--- src/rtl/coffee_pkg.sv ---
// Shared types and display codes for the coffee machine brew controller.
package coffee_pkg;

    localparam int unsigned SEG_W = 4;

    localparam logic [SEG_W-1:0] SEG_IDLE  = 4'd0;
    localparam logic [SEG_W-1:0] SEG_FAULT = 4'hF;

    typedef enum logic [2:0] {
        IDLE  = 3'd0,
        GRIND = 3'd1,
        BREW  = 3'd2,
        DONE  = 3'd3,
        FAULT = 3'd4
    } state_t;

    // Phase length in seconds as a display/timer code.
    function automatic logic [SEG_W-1:0] secs(input int unsigned s);
        return SEG_W'(s);
    endfunction

endpackage

--- src/rtl/brew_sequencer_sec_tick.sv ---
// One-second prescaler: tick_c is high for one cycle every TICK_DIV cycles.
module sec_tick #(
    parameter int unsigned TICK_DIV = 50_000_000
) (
    input  logic clk,
    input  logic rst,
    input  logic clr,
    output logic tick_c
);

    localparam int unsigned CNT_W = $clog2(TICK_DIV);

    logic [CNT_W-1:0] cnt;

    assign tick_c = (cnt == CNT_W'(TICK_DIV - 1));

    // Clear restarts the second so a freshly entered phase gets a full one.
    always_ff @(posedge clk) begin
        if (rst || clr) begin
            cnt <= '0;
        end else if (tick_c) begin
            cnt <= '0;
        end else begin
            cnt <= cnt + CNT_W'(1);
        end
    end

endmodule

--- src/rtl/brew_sequencer.sv ---
// Coffee machine cycle controller: GRIND -> BREW -> DONE with countdown display.
module brew_sequencer
    import coffee_pkg::*;
#(
    parameter int unsigned TICK_DIV     = 50_000_000,
    parameter int unsigned GRIND_S      = 3,
    parameter int unsigned BREW_SMALL_S = 5,
    parameter int unsigned BREW_LARGE_S = 9,
    parameter int unsigned DONE_S       = 2
) (
    input  logic             Clk,
    input  logic             Rst,
    input  logic             Start,
    input  logic             Cancel,
    input  logic             Cup_sel,
    input  logic             Water_ok,
    output logic [SEG_W-1:0] Seg,
    output logic             Grinder,
    output logic             Pump,
    output logic             Ready,
    output logic             Busy
);

    localparam int unsigned TIMER_W = SEG_W;

    state_t             state, state_next;
    logic [TIMER_W-1:0] timer, timer_next;
    logic               cup_large, cup_large_next;
    logic               tick_c;
    logic               tick_clr_c;

    logic [SEG_W-1:0]   seg_next;
    logic               grinder_next, pump_next, ready_next, busy_next;

    assign tick_clr_c = (state_next != state);

    sec_tick #(
        .TICK_DIV(TICK_DIV)
    ) u_sec_tick (
        .clk    (Clk),
        .rst    (Rst),
        .clr    (tick_clr_c),
        .tick_c (tick_c)
    );

    // State, timer and registered outputs.
    always_ff @(posedge Clk) begin
        if (Rst) begin
            state     <= IDLE;
            timer     <= '0;
            cup_large <= 1'b0;
            Seg       <= SEG_IDLE;
            Grinder   <= 1'b0;
            Pump      <= 1'b0;
            Ready     <= 1'b0;
            Busy      <= 1'b0;
        end else begin
            state     <= state_next;
            timer     <= timer_next;
            cup_large <= cup_large_next;
            Seg       <= seg_next;
            Grinder   <= grinder_next;
            Pump      <= pump_next;
            Ready     <= ready_next;
            Busy      <= busy_next;
        end
    end

    // Next state: Cancel > water fault > tick completion > Start.
    always_comb begin
        state_next     = state;
        timer_next     = timer;
        cup_large_next = cup_large;
        case (state)
            IDLE: begin
                if (!Cancel && Start) begin
                    if (Water_ok) begin
                        state_next     = GRIND;
                        timer_next     = secs(GRIND_S);
                        cup_large_next = Cup_sel;
                    end else begin
                        state_next = FAULT;
                    end
                end
            end
            GRIND, BREW: begin
                if (Cancel) begin
                    state_next = IDLE;
                    timer_next = '0;
                end else if (!Water_ok) begin
                    state_next = FAULT;
                end else if (tick_c) begin
                    if (timer == TIMER_W'(1)) begin
                        if (state == GRIND) begin
                            state_next = BREW;
                            timer_next = cup_large ? secs(BREW_LARGE_S) : secs(BREW_SMALL_S);
                        end else begin
                            state_next = DONE;
                            timer_next = secs(DONE_S);
                        end
                    end else begin
                        timer_next = timer - TIMER_W'(1);
                    end
                end
            end
            DONE: begin
                if (Cancel) begin
                    state_next = IDLE;
                    timer_next = '0;
                end else if (tick_c) begin
                    if (timer == TIMER_W'(1)) begin
                        state_next = IDLE;
                        timer_next = '0;
                    end else begin
                        timer_next = timer - TIMER_W'(1);
                    end
                end
            end
            FAULT: begin
                if (Cancel) begin
                    state_next = IDLE;
                    timer_next = '0;
                end
            end
            default: begin
                state_next = IDLE;
                timer_next = '0;
            end
        endcase
    end

    // Output decode from the state being entered, so outputs align with it.
    always_comb begin
        seg_next     = SEG_IDLE;
        grinder_next = 1'b0;
        pump_next    = 1'b0;
        ready_next   = 1'b0;
        busy_next    = 1'b0;
        case (state_next)
            GRIND: begin
                seg_next     = timer_next;
                grinder_next = 1'b1;
                busy_next    = 1'b1;
            end
            BREW: begin
                seg_next  = timer_next;
                pump_next = 1'b1;
                busy_next = 1'b1;
            end
            DONE:    ready_next = 1'b1;
            FAULT:   seg_next   = SEG_FAULT;
            default: seg_next   = SEG_IDLE;
        endcase
    end

endmodule
--- config.mk ---
export PLATFORM = sky130hd
export DESIGN_NAME = brew_sequencer
export DESIGN_NICKNAME = d
export VERILOG_FILES = /design/src/rtl/coffee_pkg.sv /design/src/rtl/brew_sequencer_sec_tick.sv /design/src/rtl/brew_sequencer.sv
export SDC_FILE = /design/constraint.sdc
export NUM_CORES = 1
export LEC_CHECK = 0
export CORE_MARGIN = 2
export CORE_UTILIZATION = 63
export CTS_BUF_LIST = sky130_fd_sc_hd__clkbuf_8
export DETAILED_ROUTE_END_ITERATION = 8
export PLACE_DENSITY = 0.82
export SLEW_MARGIN = 20
export SYNTH_ARGS = -nofsm -noshare
export SYNTH_HDL_FRONTEND = slang
export SYNTH_SLANG_ARGS = --single-unit
--- constraint.sdc ---
create_clock -name Clk -period 5.7 [get_ports Clk]
set_clock_uncertainty 0.05 [all_clocks]
set_input_delay 0.855 -clock Clk [delete_from_list [all_inputs] [get_ports Clk]]
set_output_delay 0.855 -clock Clk [all_outputs]
set_load 0.005 [all_outputs]
==> results.py, run 1 <==
metrics = {
    "status": {
        "status": "finished, final reports clean",
    },
    "finish": {
        "final_cell_mix": "dfxtp_1, nor2_1, nand3_1",
        "finalInstanceArea_sq_um": 2460,
        "drive_gt1_share_pct": 5.86,
        "num_antenna_cells": 0,
        "fin_nets": 282,
        "instances_no_fill": 319,
        "area_growth_syn_to_layout_pct": 11.3,
    },
    "die": {
        "start_util_pct": 65.7,
        "rows": 21,
        "io_pins": 14,
        "dieArea_sq_um": 3990,
        "die_x_um": 63.2,
        "core_sq_um": 3360,
        "die_h_um": 63.2,
    },
    "pwr": {
        "p_leak_nw": 0.872,
        "total_power_uw": 586,
        "peakVddDrop_v": 0.000194,
        "p_per_area_nw_per_um2": 238,
    },
    "clock_tree": {
        "cts.sinks": 42,
        "numCtsBuffers": 5,
        "cts_hold_buffers": 0,
        "post-cts-setup-buffer-count": 0,
        "root_buffer": "clkbuf_8",
        "cts_resized": 0,
        "cts_tree": "done",
        "htree_levels": 2,
        "clk_pin_slew_ns": 0.07,
        "clk_path_buf_depth": 2,
        "clk_latency_ns": 0.29,
    },
    "setup_path": {
        "timing.rr.end": "u_sec_tick.cnt[17]",
        "crit_fanout": 26,
        "cp.depth": 6,
        "reg2reg_slack_ns": 2.74,
        "reg2reg_depth": 7,
        "worst_path_largest_cell_delay_ns": 0.61,
        "required_ns": 5.80,
        "startpoint": "Cancel",
        "rr_startpoint": "timer[0]",
        "cp_top_family": "simple AND/OR/NAND/NOR gates",
        "worstSetupStartpointType": "primary input",
        "path_class": "in -> reg",
        "endpoint_kind": "flip-flop",
        "crit_path_cell_trace": "clkdlybuf4s50_1 > nor2_1 > nand4_1 > o2111a_2 > o211ai_4 > nor2_1",
        "arrival_ns": 3.34,
        "worstSetupEndpoint": "u_sec_tick.cnt[17]",
        "crit_buf_inv": 1,
        "cpMostUsedCell": "nor2_1",
        "cp_slowest_cell": "o211ai_4",
    },
    "worst_hold_path": {
        "hold_class": "reg -> reg",
    },
    "timing": {
        "hold_viol": 0,
        "rsz0062_at_grt": "false",
        "timing.fmax_ghz": 0.308,
        "period_needed_ns": 3.24,
        "period_share_pct": 56.9,
        "slew_viol_final": 0,
        "tightest_slew_ns": 0.821,
        "tns_ns": 0,
        "slew_headroom_pct": 44.5,
        "finalSetupViolCount": 0,
    },
    "logic_synthesis": {
        "netlist_instances": 262,
        "ys_seq_elements": 42,
        "synthTopCellsByArea": "dfxtp_1, nor2_1, xor2_1",
        "synth_nets": 271,
        "synth.avg_cell_area_sq_um": 8.43,
        "yosysWarnings": 0,
        "postSynth.asyncResetShare_pct": 0,
        "synth_top_cell_by_area": "dfxtp_1",
        "synth_flop_cell": "dfxtp_1",
        "synth.distinct_cells": 54,
        "synth_top_area_share_pct": 38.1,
        "seq_area_frac_synth_pct": 38.1,
        "syn_area_sq_um": 2210,
        "synth-edff-count": 0,
    },
    "run": {
        "drv_cap": 0,
    },
    "global_route": {
        "grt_max_degree": 27,
        "grtUsageTotal_pct": 25.1,
        "grt_pass1_vias": 1711,
        "grt_overflow": 0,
        "grt_pass1_wl_um": 7920,
        "antenna_found_initial": 0,
    },
    "detailed_routing": {
        "first_iter_violations": 285,
        "vias": 1920,
        "wl_per_cell_um": 14.6,
        "dr.pass1.iters": 4,
        "wirelength_um": 4660,
        "ant_nets": 0,
        "vias_per_cell": 6.02,
        "drc": 0,
    },
    "placement": {
        "dpl.cell_count": 312,
        "place.port_buffers": 13,
        "dp_hpwl_um": 3250,
        "place_congestion": 0.903,
        "placed_cell_area_sq_um": 2340,
    },
}
-- state kept, by name (all words and copies together), names as in the netlist --
signal / count
state: 3
timer: 4
Seg: 4
u_sec_tick.cnt: 26
Grinder: 1
Pump: 1
Ready: 1
Busy: 1
cup_large: 1
-- power breakdown --
part | total (mW) | switching (mW) | internal [mW]
clock network | 0.232 | 0.0924 | 0.140
registers | 0.304 | 0.00583 | 0.298
logic | 0.0495 | 0.0285 | 0.0210
total | 0.586 | 0.127 | 0.459
-- layout make-up --
| cell class | count | area (sq um) |
|---|---|---|
| Clock buffer | 6 | 82.6 |
| Clock inverter | 1 | 30.0 |
| Fill cell | 268 | 906 |
| Inverter | 9 | 33.8 |
| Multi-Input combinational cell | 202 | 1280 |
| Sequential cell | 42 | 841 |
| Tap cell | 46 | 57.6 |
| Timing Repair Buffer | 13 | 130 |
-- cell families after synthesis --
family | count (synthesis) | share of synthesized area [%]
flops | 42 | 38.1
xor+xnor | 25 | 9.92
fa+ha+maj | 3 | 1.70
mux | 2 | 0.907
compound gates | 46 | 15.4
buf+inv | 18 | 3.85
simple gates | 126 | 30.1
-- cell usage after synthesis (2+ instances only) --
cell       n
nor3_1     6
nand2b_1   2
xnor2_1   10
ha_1       3
buf_6      2
a31oi_1    2
nor2_1    42
a21oi_1   12
and4_1     3
o211a_1    3
o21ai_0    9
and2_1     4
mux2i_1    2
dfxtp_1   42
xor2_1    15
nand2_1   12
o21a_1     2
clkbuf_1   5
nor4_1     3
nand4_1    6
and2_0     2
nor2b_1    5
inv_1      9
nor3b_1    3
nand3_1   17
and3_1     8
nor2_2     2
buf_2      2
nor4b_1    3
a311oi_1   2
-- worst register-to-register path, delay by kind of cell (launching register included) --
family	cells	cell delay [ns]
and+or+nand+nor	4	1.12
AOI/OAI and AO/OA	2	0.91
DFF	1	0.50
adders and majority gates	1	0.24
-- how the worst min path moves through the flow --
stage | cells after the start | slack [ns] | end | startpoint
after floorplan | 1 | 0.39 | u_sec_tick.cnt[0] | u_sec_tick.cnt[0]
final | 1 | 0.42 | u_sec_tick.cnt[0] | u_sec_tick.cnt[0]
after global placement | 1 | 0.40 | u_sec_tick.cnt[0] | u_sec_tick.cnt[0]
after CTS | 1 | 0.43 | u_sec_tick.cnt[0] | u_sec_tick.cnt[0]
after global routing | 1 | 0.45 | u_sec_tick.cnt[0] | u_sec_tick.cnt[0]
after detailed placement | 1 | 0.41 | u_sec_tick.cnt[0] | u_sec_tick.cnt[0]
-- layer usage --
metal | up-vias | global-route usage [%] | routed length (um)
li1 | 954 | - | -
met5 | - | 0 | 0
met1 | 888 | 36.7 | 2260
met2 | 72 | 35.9 | 2010
met3 | 6 | 5.18 | 335
met4 | 0 | 10.3 | 55
-- stage by stage --
step | util (%) | hold slack (ns) | setup slack [ns]
2_1_floorplan | - | 0.389 | 3.31
3_3_place_gp | 69.7 | 0.404 | 2.23
3_5_place_dp | 69.7 | 0.409 | 2.20
4_1_cts | 73.1 | 0.427 | 2.52
5_1_grt | 73.1 | 0.449 | 2.27
6_report | 73.1 | 0.424 | 2.46
Power figures use the tool's default switching activity.
==> run 2, diff against run 1 <==
--- a/config.mk
+++ b/config.mk
@@ -6,10 +6,10 @@
 export NUM_CORES = 1
 export LEC_CHECK = 0
 export CORE_MARGIN = 2
-export CORE_UTILIZATION = 63
+export CORE_UTILIZATION = 55
 export CTS_BUF_LIST = sky130_fd_sc_hd__clkbuf_8
 export DETAILED_ROUTE_END_ITERATION = 8
-export PLACE_DENSITY = 0.82
+export PLACE_DENSITY = 0.76
 export SLEW_MARGIN = 20
 export SYNTH_ARGS = -nofsm -noshare
 export SYNTH_HDL_FRONTEND = slang
==> constraint.sdc (replaced) <==
create_clock -name Clk -period 2.8 [get_ports Clk]
set_clock_uncertainty 0.05 [all_clocks]
set_input_delay 0.42 -clock Clk [delete_from_list [all_inputs] [get_ports Clk]]
set_output_delay 0.42 -clock Clk [all_outputs]
set_load 0.005 [all_outputs]
==> run 2 against run 1 <==
  * Cell area up 2.5%
  * Total power up 87%
  * Highest routed layer unchanged
  * Non-clock buffer count up 9
  * Largest power group unchanged
  * Largest cell class unchanged
  * Flip-flop and latch count unchanged
  * Sequential power up 100%
  * Critical path type is now reg -> reg
  * Critical endpoint is now Seg[0]
==> results.py, run 2 (synthesis gave the netlist of run 1 again) <==
metrics = {
    "status": {
        "status": "finished, final reports clean",
    },
    "setup_path": {
        "arrival_ns": 2.68,
        "crit_fanout": 7,
        "worst_path_largest_cell_delay_ns": 0.45,
        "reg2reg_slack_ns": 0.19,
        "cp_slowest_cell": "dfxtp_1",
        "rr_startpoint": "timer[0]",
        "cp_top_family": "simple AND/OR/NAND/NOR gates",
        "required_ns": 2.88,
        "worstSetupStartpointType": "flip-flop",
        "path_class": "reg -> reg",
        "crit_buf_inv": 0,
        "endpoint_kind": "flip-flop",
        "reg2reg_depth": 7,
        "timing.rr.end": "Seg[0]",
        "crit_path_cell_trace": "ha_1 > or3b_4 > or4_4 > nor2_1 > o211ai_1 > a211oi_2 > a311oi_1",
    },
    "timing": {
        "setup_ws_ns": 0.194,
        "hold_viol": 0,
        "slew_viol_final": 0,
        "finalSetupViolCount": 0,
        "slew_headroom_pct": 52.5,
        "tightest_slew_ns": 0.705,
        "timing.fmax_ghz": 0.384,
        "period_needed_ns": 2.61,
        "rsz0062_at_grt": "false",
        "period_share_pct": 93.1,
        "tns_ns": 0,
        "holdWs_ns": 0.423,
    },
    "die": {
        "dieArea_sq_um": 4540,
        "die_x_um": 67.4,
        "rows": 23,
        "core_sq_um": 3940,
        "io_pins": 14,
        "start_util_pct": 56.0,
        "die_h_um": 67.4,
    },
    "pwr": {
        "peakVddDrop_v": 0.000319,
        "p_per_area_nw_per_um2": 434,
        "p_leak_nw": 0.908,
        "total_power_mw": 1.09,
    },
    "detailed_routing": {
        "drc": 0,
        "vias_per_cell": 5.77,
        "wirelength_um": 4790,
        "dr.pass1.iters": 5,
        "vias": 1917,
        "wl_per_cell_um": 14.4,
        "ant_nets": 0,
        "first_iter_violations": 203,
    },
    "clock_tree": {
        "cts_resized": 0,
        "root_buffer": "clkbuf_8",
        "cts_tree": "done",
        "numCtsBuffers": 5,
        "post-cts-setup-buffer-count": 0,
        "clk_path_buf_depth": 2,
        "clk_latency_ns": 0.29,
        "htree_levels": 2,
        "cts_hold_buffers": 0,
        "cts.sinks": 42,
        "clk_pin_slew_ns": 0.07,
    },
    "run": {
        "drv_cap": 0,
    },
    "global_route": {
        "grt_overflow": 0,
        "grtUsageTotal_pct": 23.0,
        "grt_max_degree": 27,
        "grt_pass1_vias": 1699,
        "grt_pass1_wl_um": 7860,
        "antenna_found_initial": 0,
    },
    "placement": {
        "place.port_buffers": 13,
        "place_congestion": 0.937,
        "dp_slack_ns": 0.130,
        "dp_hpwl_um": 3450,
    },
    "worst_hold_path": {
        "whs_endpoint": "u_sec_tick.cnt[0]",
        "hold_path_startpoint": "u_sec_tick.cnt[0]",
        "hold_class": "reg -> reg",
        "holdPathStages": 1,
    },
    "finish": {
        "regMostFlops": "u_sec_tick.cnt",
        "largest_reg_flops": 26,
        "final_cell_mix": "dfxtp_1, nor2_1, nand3_1",
        "num_antenna_cells": 0,
        "fin_nets": 291,
        "drive_gt1_share_pct": 9.22,
        "reg_top3": "u_sec_tick.cnt (26), Seg (4), timer (4)",
        "finish.utilization_pct": 63.9,
        "area_growth_syn_to_layout_pct": 14.1,
    },
}
run 2: report_power, final:
| group | internal [mW] | switching, mW |
|---|---|---|
| Sequential | 0.606 | 0.0101 |
| Combinational | 0.0529 | 0.0622 |
| Clock | 0.167 | 0.194 |
| Total | 0.827 | 0.267 |
run 2: layer usage:
| metal | wire (um) | track usage, % | up-vias |
|---|---|---|---|
| met5 | 0 | 0 | - |
| met4 | 74 | 8.93 | 0 |
| met3 | 281 | 6.33 | 8 |
| met2 | 2080 | 33.3 | 63 |
| met1 | 2350 | 32.5 | 875 |
| li1 | - | - | 971 |
run 2: how the worst max path moves through the flow:
| stage | cells after the start | start | end |
|---|---|---|---|
| after floorplan | 8 | timer[0] | u_sec_tick.cnt[7] |
| after global placement | 7 | Cancel | Seg[0] |
| after detailed placement | 7 | Cancel | Seg[0] |
| after CTS | 7 | timer[0] | Seg[0] |
| after global routing | 7 | timer[0] | Seg[0] |
| final | 7 | timer[0] | Seg[0] |
run 2: layout make-up:
| type | count | area [sq um] |
|---|---|---|
| Timing Repair Buffer | 22 | 210 |
| Clock inverter | 2 | 11.3 |
| Clock buffer | 5 | 68.8 |
| Inverter | 9 | 33.8 |
| Sequential cell | 42 | 841 |
| Fill cell | 341 | 1420 |
| Tap cell | 50 | 62.6 |
| Multi-Input combinational cell | 202 | 1290 |
run 2: stage by stage:
stage	area, sq um	cells
after floorplan	2210	262
after global placement	2430	325
after detailed placement	2430	325
after CTS	2510	332
after global routing	2520	332
final	2520	332
==> run 3, diff against run 2 <==
--- a/config.mk
+++ b/config.mk
@@ -6,9 +6,10 @@
 export NUM_CORES = 1
 export LEC_CHECK = 0
 export CORE_MARGIN = 2
-export CORE_UTILIZATION = 55
+export CORE_UTILIZATION = 59
 export CTS_BUF_LIST = sky130_fd_sc_hd__clkbuf_8
 export DETAILED_ROUTE_END_ITERATION = 8
+export DONT_BUFFER_PORTS = 1
 export PLACE_DENSITY = 0.76
 export SLEW_MARGIN = 20
 export SYNTH_ARGS = -nofsm -noshare
==> run 3 against run 2 <==
  * Non-clock buffer count is 15 lower
  * Largest cell class unchanged
  * Cell area down 6.1%
  * Critical path depth rose by 1
==> results.py, run 3 (synthesis gave the netlist of run 1 again) <==
metrics = {
    "status": {
        "status": "finished, final reports clean",
    },
    "global_route": {
        "grt_max_degree": 27,
        "grt_pass1_vias": 1763,
        "grt_pass1_wl_um": 8370,
        "grt_overflow": 0,
        "grtUsageTotal_pct": 25.1,
        "antenna_found_initial": 0,
    },
    "setup_path": {
        "path_class": "reg -> reg",
        "worstSetupStartpointType": "flip-flop",
        "required_ns": 2.89,
        "arrival_ns": 2.78,
        "crit_fanout": 5,
        "endpoint_kind": "flip-flop",
        "rr_startpoint": "timer[1]",
        "startpoint": "timer[1]",
    },
    "placement": {
        "placed_cell_area_sq_um": 2280,
        "place.port_buffers": 0,
        "dp_hpwl_um": 3460,
        "place_congestion": 0.961,
    },
    "clock_tree": {
        "numCtsBuffers": 5,
        "htree_levels": 2,
        "cts_hold_buffers": 0,
        "root_buffer": "clkbuf_8",
        "cts.sinks": 42,
        "clk_latency_ns": 0.29,
        "clk_path_buf_depth": 2,
        "cts_tree": "done",
        "clk_pin_slew_ns": 0.08,
    },
    "timing": {
        "finalSetupViolCount": 0,
        "tightest_slew_ns": 0.716,
        "hold_viol": 0,
        "timing.fmax_ghz": 0.371,
        "slew_viol_final": 0,
        "period_share_pct": 96.2,
        "period_needed_ns": 2.69,
        "rsz0062_at_grt": "false",
        "tns_ns": 0,
        "slew_headroom_pct": 51.8,
    },
    "pwr": {
        "clock_power_share_pct": 34.2,
        "switching_share_pct": 24.8,
        "peakVddDrop_v": 0.000305,
        "internal-power_uw": 813,
        "pwr-share-comb_pct": 8.7,
        "p_leak_nw": 0.850,
        "p_sw_uw": 268,
        "share_seq_of_total_power_pct": 57.1,
        "p_per_area_nw_per_um2": 457,
    },
    "detailed_routing": {
        "first_iter_violations": 159,
        "vias_per_cell": 6.16,
        "ant_nets": 0,
        "vias": 1939,
        "dr.pass1.iters": 6,
        "wl_per_cell_um": 15.4,
        "wirelength_um": 4850,
        "drc": 0,
    },
    "finish": {
        "final_cell_mix": "dfxtp_1, nor2_1, nand3_1",
        "fin_nets": 276,
        "fill_cells": 324,
        "finalInstanceArea_sq_um": 2360,
        "num_antenna_cells": 0,
        "area_growth_syn_to_layout_pct": 7.08,
        "regMostFlops": "u_sec_tick.cnt",
        "largest_reg_flops": 26,
        "layout_commonest_cell": "dfxtp_1",
        "reg_top3": "u_sec_tick.cnt (26), Seg (4), timer (4)",
        "drive_gt1_share_pct": 8.61,
    },
    "die": {
        "die_x_um": 65.2,
        "dieArea_sq_um": 4250,
        "die_h_um": 65.2,
        "rows": 22,
        "io_pins": 14,
        "core_sq_um": 3630,
        "start_util_pct": 60.8,
    },
    "worst_hold_path": {
        "hold_class": "in -> reg",
        "hold_path_startpoint": "Rst",
    },
    "run": {
        "drv_cap": 0,
    },
}
## run 3: changes by cell type in the layout (fill, tap and decap cells not counted)
cell / change
buf_4: -2
a21oi_2: -1
nor2_1: -1
a21oi_1: +1
a211oi_2: -1
clkdlybuf4s50_1: -13
a211oi_1: +1
nor2_2: +1
## run 3: worst paths after layout
| path | to | slack (ns) | cells after the start |
|---|---|---|---|
| setup / recovery | Seg[0] | 0.11 | 8 |
| hold / removal | state[0] | 0.14 | 1 |
| setup reg to reg | Seg[0] | 0.11 | 8 |
| hold reg to reg | u_sec_tick.cnt[0] | 0.43 | 1 |
## run 3: critical path, stage by stage (launching register included)
cell      delay [ns]
dfxtp_1         0.34
inv_1           0.14
ha_1            0.21
or3b_4          0.40
or4_4           0.44
nor2_2          0.24
o211ai_1        0.25
a211oi_1        0.37
a311oi_1        0.09
## run 3: stage by stage
step | cells | power [mW] | hold slack (ns) | util (%) | worst slack [ns]
finish | 315 | 1.08 | 0.137 | 65.1 | 0.107
floorplan | 262 | 0.705 | 0.389 | - | 0.496
detailed placement | 308 | 0.722 | 0.414 | 62.8 | 0.124
CTS | 315 | 1.08 | 0.134 | 65.0 | 0.0965
global route | 315 | 1.13 | 0.124 | 65.1 | 0.0574
global placement | 308 | 0.720 | 0.407 | 62.8 | 0.176
## run 3: final cells by class
cell class | count | area, sq um | area share (%)
timing repair buffer | 7 | 65.1 | 2.75
clock inverter | 2 | 11.3 | 0.476
multi-input combinational | 202 | 1280 | 54.3
sequential | 42 | 841 | 35.6
clock buffer | 5 | 68.8 | 2.91
tap | 48 | 60.1 | 2.54
inverter | 9 | 33.8 | 1.43
## run 3: power by group through the flow
stage	Sequential, mW	Combinational (mW)	Clock, mW
floorplan	0.627	0.0780	0
global placement	0.631	0.0891	0
detailed placement	0.631	0.0910	0
CTS	0.617	0.0922	0.375
global route	0.619	0.105	0.404
finish	0.617	0.0940	0.370
## run 3: repair_timing
| item | in CTS | in global routing |
|---|---|---|
| resized for setup | 0 | 1 |
| setup endpoints to repair | 0 | 4 |
| setup buffers | 0 | 0 |
## run 3: per-layer routing
metal  part of all wire (%)  GRT usage [%]  up-vias
met5                      0              0        -
met4                    1.8           8.07        0
met3                    8.7           5.99       14
met2                     44           36.4       90
met1                     45           36.6      889
li1                       -              -      946
